==> config.mk <==
export PLATFORM = sky130hd
export DESIGN_NAME = rv32i_fetch
export DESIGN_NICKNAME = d
export VERILOG_FILES = /design/src/rtl/rv32i_pkg.sv /design/src/rtl/fetch_fifo.sv /design/src/rtl/rv32i_fetch.sv
export SDC_FILE = /design/constraint.sdc
export NUM_CORES = 1
export LEC_CHECK = 0
export CORE_MARGIN = 2
export CORE_UTILIZATION = 40
export CTS_BUF_LIST = sky130_fd_sc_hd__clkbuf_8
export DETAILED_ROUTE_END_ITERATION = 8
export PLACE_DENSITY = 0.67
export SLEW_MARGIN = 10
export SYNTH_ARGS = -nofsm -noshare
export SYNTH_HDL_FRONTEND = slang
export SYNTH_SLANG_ARGS = --single-unit
==> constraint.sdc <==
create_clock -name clk -period 10.79 [get_ports clk]
set_input_delay 3.237 -clock clk [delete_from_list [all_inputs] [get_ports clk]]
set_output_delay 3.237 -clock clk [all_outputs]
set_load 0.005 [all_outputs]
==> src/rtl/rv32i_pkg.sv <==
// rv32i_pkg: types and constants shared by the RV32I fetch stage.
//   INSTR_W / XLEN    instruction and address widths
//   DEFAULT_RESET_PC  PC loaded on reset unless the top overrides it
//   fetch_state_t     fetch sequencer states
//   fetch_entry_t     one buffered instruction word with its PC
package rv32i_pkg;

   localparam int INSTR_W = 32;
   localparam int XLEN    = 32;

   localparam logic [XLEN-1:0] DEFAULT_RESET_PC = 32'h0000_0000;

   typedef enum logic [1:0] {
      BOOT  = 2'd0,
      RUN   = 2'd1,
      FAULT = 2'd2
   } fetch_state_t;

   typedef struct packed {
      logic [XLEN-1:0]    pc;
      logic [INSTR_W-1:0] instr;
   } fetch_entry_t;

endpackage

==> src/rtl/fetch_fifo.sv <==
// fetch_fifo: synchronous FIFO of fetch_entry_t feeding the decoder.
//   clk, reset    clock and synchronous active-high reset
//   push / entry  write one entry at the tail
//   pop           drop the head entry (ignored when empty)
//   flush         empty the FIFO; wins over push and pop
//   count         number of valid entries (0..DEPTH)
//   head          entry at the head of the FIFO
//   empty         no valid entries
// A push while full is only accepted together with a pop.
module fetch_fifo
   import rv32i_pkg::*;
#(
   parameter  int DEPTH = 2,
   localparam int AW    = $clog2(DEPTH),
   localparam int CW    = AW + 1
) (
   input  logic          clk,
   input  logic          reset,
   input  logic          push,
   input  fetch_entry_t  entry,
   input  logic          pop,
   input  logic          flush,
   output logic [CW-1:0] count,
   output fetch_entry_t  head,
   output logic          empty
);

   fetch_entry_t  mem [DEPTH];
   logic [AW-1:0] rd_ptr;
   logic [AW-1:0] wr_ptr;
   logic          full;
   logic          do_push;
   logic          do_pop;

   assign empty   = (count == '0);
   assign full    = (count == CW'(DEPTH));
   assign do_pop  = pop && !empty;
   assign do_push = push && (!full || do_pop);
   assign head    = mem[rd_ptr];

   // DEPTH is a power of two, so the pointers wrap naturally.
   always_ff @(posedge clk) begin
      if (reset) begin
         rd_ptr <= '0;
         wr_ptr <= '0;
         count  <= '0;
         for (int i = 0; i < DEPTH; i++) begin
            mem[i] <= '0;
         end
      end else if (flush) begin
         rd_ptr <= '0;
         wr_ptr <= '0;
         count  <= '0;
      end else begin
         if (do_push) begin
            mem[wr_ptr] <= entry;
            wr_ptr      <= wr_ptr + AW'(1);
         end
         if (do_pop) begin
            rd_ptr <= rd_ptr + AW'(1);
         end
         count <= count + CW'(do_push) - CW'(do_pop);
      end
   end

   no_overflow_a : assert property (@(posedge clk) disable iff (reset)
      (push && !flush) |-> (!full || do_pop));

endmodule

==> src/rtl/rv32i_fetch.sv <==
// rv32i_fetch: instruction fetch stage in front of the RV32I decoder.
//   clk, reset                  clock, synchronous active-high reset
//   imem_req_valid/ready/addr   word request channel to instruction memory
//   imem_rsp_valid/data         in-order response channel (latency >= 1)
//   redirect_valid/redirect_pc  branch/jump redirect from downstream
//   instr_valid/ready           handshake to the decoder
//   instr, instr_pc             buffered word and its PC
//   fetch_fault                 sticky misaligned-redirect flag
//
// state | meaning
// ------+-----------------------------------------------------------
// BOOT  | first cycle after reset, no requests, nothing presented
// RUN   | issue requests under credit, present buffered words
// FAULT | misaligned redirect seen, idle until an aligned redirect
module rv32i_fetch
   import rv32i_pkg::*;
#(
   parameter logic [XLEN-1:0] RESET_PC   = DEFAULT_RESET_PC,
   parameter int              FIFO_DEPTH = 2
) (
   input  logic               clk,
   input  logic               reset,
   output logic               imem_req_valid,
   input  logic               imem_req_ready,
   output logic [XLEN-1:0]    imem_req_addr,
   input  logic               imem_rsp_valid,
   input  logic [INSTR_W-1:0] imem_rsp_data,
   input  logic               redirect_valid,
   input  logic [XLEN-1:0]    redirect_pc,
   output logic               instr_valid,
   input  logic               instr_ready,
   output logic [INSTR_W-1:0] instr,
   output logic [XLEN-1:0]    instr_pc,
   output logic               fetch_fault
);

   localparam int CW  = $clog2(FIFO_DEPTH) + 1;
   localparam int SW  = CW + 1;

   fetch_state_t    state;
   fetch_state_t    state_nxt;
   logic [XLEN-1:0] pc;
   logic [XLEN-1:0] rsp_pc;
   logic [CW-1:0]   outstanding;
   logic [CW-1:0]   discard;
   logic [CW-1:0]   fifo_count;
   logic [SW-1:0]   credit_used;
   logic            credit_ok;
   logic            fifo_empty;
   logic            fifo_push;
   logic            fifo_pop;
   logic            req_fire;
   logic            redir_aligned;
   fetch_entry_t    fifo_head;
   fetch_entry_t    rsp_entry;

   // Credit counts every request still in flight (stale ones included)
   // plus buffered words, so a returning response always has a slot.
   assign credit_used   = SW'(outstanding) + SW'(fifo_count);
   assign credit_ok     = (credit_used < SW'(FIFO_DEPTH));
   assign redir_aligned = (redirect_pc[1:0] == 2'b00);
   assign req_fire      = imem_req_valid && imem_req_ready;
   assign fifo_push     = imem_rsp_valid && (discard == '0) && !redirect_valid;
   assign fifo_pop      = instr_valid && instr_ready;
   assign rsp_entry     = '{pc: rsp_pc, instr: imem_rsp_data};

   assign imem_req_addr = pc;
   assign instr         = fifo_head.instr;
   assign instr_pc      = fifo_head.pc;

   always_ff @(posedge clk) begin
      if (reset) begin
         state <= BOOT;
      end else begin
         state <= state_nxt;
      end
   end

   always_comb begin
      state_nxt      = state;
      imem_req_valid = 1'b0;
      instr_valid    = 1'b0;
      case (state)
         BOOT: begin
            state_nxt = RUN;
         end
         RUN: begin
            imem_req_valid = credit_ok && !redirect_valid;
            instr_valid    = !fifo_empty;
         end
         FAULT: begin
            state_nxt = FAULT;
         end
         default: begin
            state_nxt = BOOT;
         end
      endcase
      if (redirect_valid) begin
         state_nxt = redir_aligned ? RUN : FAULT;
      end
   end

   always_ff @(posedge clk) begin
      if (reset) begin
         pc          <= RESET_PC;
         rsp_pc      <= RESET_PC;
         outstanding <= '0;
         discard     <= '0;
         fetch_fault <= 1'b0;
      end else begin
         outstanding <= outstanding + CW'(req_fire) - CW'(imem_rsp_valid);
         if (redirect_valid) begin
            // Everything still in flight is stale after a redirect, whether
            // or not it was already marked for discard; this cycle's
            // response (if any) is dropped here.
            discard <= outstanding - CW'(imem_rsp_valid);
            if (redir_aligned) begin
               pc          <= redirect_pc;
               rsp_pc      <= redirect_pc;
               fetch_fault <= 1'b0;
            end else begin
               fetch_fault <= 1'b1;
            end
         end else begin
            if (req_fire) begin
               pc <= pc + 32'd4;
            end
            if (imem_rsp_valid) begin
               if (discard != '0) begin
                  discard <= discard - CW'(1);
               end else begin
                  rsp_pc <= rsp_pc + 32'd4;
               end
            end
         end
      end
   end

   fetch_fifo #(
      .DEPTH (FIFO_DEPTH)
   ) u_fifo (
      .clk   (clk),
      .reset (reset),
      .push  (fifo_push),
      .entry (rsp_entry),
      .pop   (fifo_pop),
      .flush (redirect_valid),
      .count (fifo_count),
      .head  (fifo_head),
      .empty (fifo_empty)
   );

   rsp_expected_a : assert property (@(posedge clk) disable iff (reset)
      imem_rsp_valid |-> (outstanding != '0));

   req_stable_a : assert property (@(posedge clk) disable iff (reset)
      (imem_req_valid && !imem_req_ready && !redirect_valid) |=>
      (reset || redirect_valid || (imem_req_valid && $stable(imem_req_addr))));

endmodule

==> metrics.md <==
| Metric | Value |
|---|---|
| Residual DRC | `0` |
| Fillers | `2314` |
| R2R setup slack | `about 7.6 ns` |
| Final HPWL DP | `16300 um` |
| Fmax | `0.125 GHz` |
| Reg2reg end | `outstanding[1]$_SDFF_PP0_` |
| Final period util | `0.740` |
| Crit path max fanout | `45` |
| Clock latency on the worst-skew pair | `0.52 ns` |
| CTS buffer count | `36` |
| Worst Setup End Kind | `output pin` |
| Critical Path AT | `4.75 ns` |
| Root Buffer | `clkbuf_8` |
| Layout Nets | `approximately 1.2k` |
| Synth Warn # | `0` |
| Initial Util | `0.404` |
| Outcome | `complete, no violations` |
| Vias | `approximately 8k` |
| CTS max path bufs | `3` |
| Pins Over Slew Limit | `0` |
| Post-synthesis sequential area ratio | `0.532` |
| Post-cts sizing count | `0` |
| Via/cell ratio | `between 5 and 6` |
| Startpoint types | `input port` |
| Reg2Reg Launch Point | `u_fifo.count[0]$_SDFF_PP0_` |
| Post-Syn Area | `10100 um^2` |
| Die Ht | `163 um` |
| Area leader, netlist | `edfxtp_1` |
| Max transition margin | `0.314` |
| Final setup TNS | `0 ns` |
| Top-area cell type share of the netlist area | `0.381` |
| Measured slew at the worst slew-check pin | `1.03 ns` |
| Final ANT Viol Nets | `0` |
| Cts hold-fix bufs | `0` |
| Avg Inst Size Synth | `between 10 and 15 um^2` |
| RSZ-0062 raised after global routing | `false` |
| Layout Area Growth over Synthesis | `25.0%` |
| CTS Sinks | `just over 200` |
| Hold Fails Final Rpt | `0` |
| Vias in the first global route | `around 7.6k` |
| Routed WL | `~26000 um` |
| Router iterations before antenna repair | `5` |
| Hold slack | `0.480 ns` |
| Horiz. Die Dim | `163 um` |
| Syn Nets | `just over 1k` |
| Post-Syn Instances | `934` |
| Post-DP Area | `~12000 um^2` |
| Pin count of the biggest net entering global routing | `65` |
| Final setup violation count | `0` |
| Worst-case reg-to-reg path depth | `12` |
| Most frequent cells in the layout | `clkdlybuf4s50_1, edfxtp_1, and2_1` |
| DRT iter0 DRCs | `~560` |
| Number of I/O port buffers | `about 170` |
| Post-synth EDFFs | `between 100 and 150` |
| PD cells | `approximately 140 nW/um^2` |
| Commonest non-fill, non-tap cell in the layout | `clkdlybuf4s50_1` |
| Inserted Diodes | `0` |
| Hold Startpoint | `imem_req_addr[0]$_SDFFE_PP0P_` |
| WS Path Type | `in -> out` |
| DIE AREA | `26500 um^2` |
| Core area | `25000 um^2` |
| Clock Pin Slew Worst Setup and Hold Paths | `roughly 0.050 ns` |
| Main synth FF type | `edfxtp_1` |
| Req. time, crit path | `7.55 ns` |
| Drt wl/cell | `18.0 um` |
| Postcts setup bufs | `0` |
| Asr flop ratio synth | `0` |
| Final Skew | `0.0120 ns` |
| Hold path depth | `1` |
| Yosys reg bits | `204` |
| # rows | `between 50 and 60` |
| Max IR drop VDD | `between 0.06 and 0.07 mV` |
| IO Count | `169` |
| Initial antenna violation count | `0` |
| Layout cell share with drive strength beyond 1 | `0.125` |
| Max-cap violation count | `0` |
| Leak Pwr | `4.50 nW` |
| H-tree levels | `2` |
| Min-Delay Path Class | `reg -> reg` |
| Final Wtd Congestion | `0.891` |
| Synth unique cells | `69` |
| CTS tree | `yes` |
| Post-route cell area | `12600 um^2` |
| Total GRT Usage | `0.193` |
| Hold Path End | `imem_req_addr[0]$_SDFFE_PP0P_` |
| First-pass GRT wire length | `40500 um` |
| Synth top area cells | `edfxtp_1, dfxtp_1, and2_1` |
| Tmin final | `about 8 ns` |
| Total global routing overflow | `0` |
## cells in the mapped netlist (4+ instances only)
master      n
o41ai_1     4
nand4_1    20
o21ai_0    29
nor3_1     24
a32o_1      4
mux2_2     65
o22ai_1     7
a21oi_1    37
inv_1      15
buf_1       4
a21o_1      5
nand2_1    58
a22oi_1     7
xnor2_1     8
nand3_1    27
a31oi_1    18
dfxtp_1    76
o31ai_1     9
clkbuf_1   49
or4_1       4
and2_1    127
ha_1        8
o211ai_1    4
and4_1     10
a211oi_1   10
a211o_1     4
clkbuf_8    4
edfxtp_1  128
mux2i_1    13
and3_1     15
nor2_1     47
nand2b_1    5
or3_1       5
nor4_1     23
## worst max-delay path, cell delays in order
cell and delay (ns):
buf_2 0.35, nor3_1 0.48, and2_1 0.19, clkdlybuf4s50_1 0.49
## worst max-delay path by stage
stage                              start              to  slack (ns)  cells after the start
after detailed placement  redirect_valid  imem_req_valid        2.81                      4
after global routing      redirect_valid  imem_req_valid        2.71                      4
after global placement    redirect_valid  imem_req_valid        2.83                      4
final                     redirect_valid  imem_req_valid        2.81                      4
after floorplan           redirect_valid  imem_req_valid        3.86                      2
after CTS                 redirect_valid  imem_req_valid        2.80                      4
## stage by stage
stage	total power, W	utilization	setup WS, ns	std cells
2_1_floorplan	0.00101	-	3.86	934
3_3_place_gp	0.00111	0.479	2.83	1378
3_5_place_dp	0.00111	0.479	2.81	1378
4_1_cts	0.00176	0.505	2.80	1441
5_1_grt	0.00181	0.505	2.71	1441
6_report	0.00174	0.505	2.81	1441
## layout make-up
type | count | area (um^2) | share of cell area
clock buffers | 39 | 537 | 0.0426
clock inverters | 24 | 100 | 0.00794
inverters | 17 | 63.8 | 0.00506
multi-input cells | 648 | 4370 | 0.347
flip-flops and latches | 204 | 5370 | 0.426
well taps | 330 | 413 | 0.0328
repair buffers | 179 | 1750 | 0.139
## registers in the layout (all words and copies together), names as in the netlist, named ones only
name           cells
rsp_pc            32
state              2
outstanding        2
fetch_fault        1
u_fifo.mem       128
imem_req_addr     32
u_fifo.wr_ptr      1
u_fifo.count       2
u_fifo.rd_ptr      1
discard            2
## per-layer routing
layer  vias up  global-route usage  share of wire
met3        49              0.0435          0.086
met4         0              0.0555          0.020
met5         -                   0              0
li1       3788                   -              -
met2       344               0.304           0.45
met1      3779               0.267           0.44
## where the power goes
part           switching, W  total, W  internal, W  leakage, nW
logic             0.0000946  0.000196     0.000102         2.18
registers         0.0000294  0.000900     0.000870         1.95
clock network      0.000310  0.000641     0.000331        0.369
total              0.000434   0.00174      0.00130         4.50
## logic make-up (layout without fill, tap and decap cells)
logic type               Yosys count  in the layout  share of synthesized area
AO/OA/AOI/OAI                    169            169                      0.112
XOR/XNOR                          11             11                    0.00956
flip-flops                       204            204                      0.532
buffers and inverters             82            259                     0.0376
adder cells (fa/ha/maj)            9              9                     0.0119
multiplexers                      78             78                     0.0855
AND/OR/NAND/NOR                  381            381                      0.211
No activity file was read; power rests on OpenSTA's default activity.
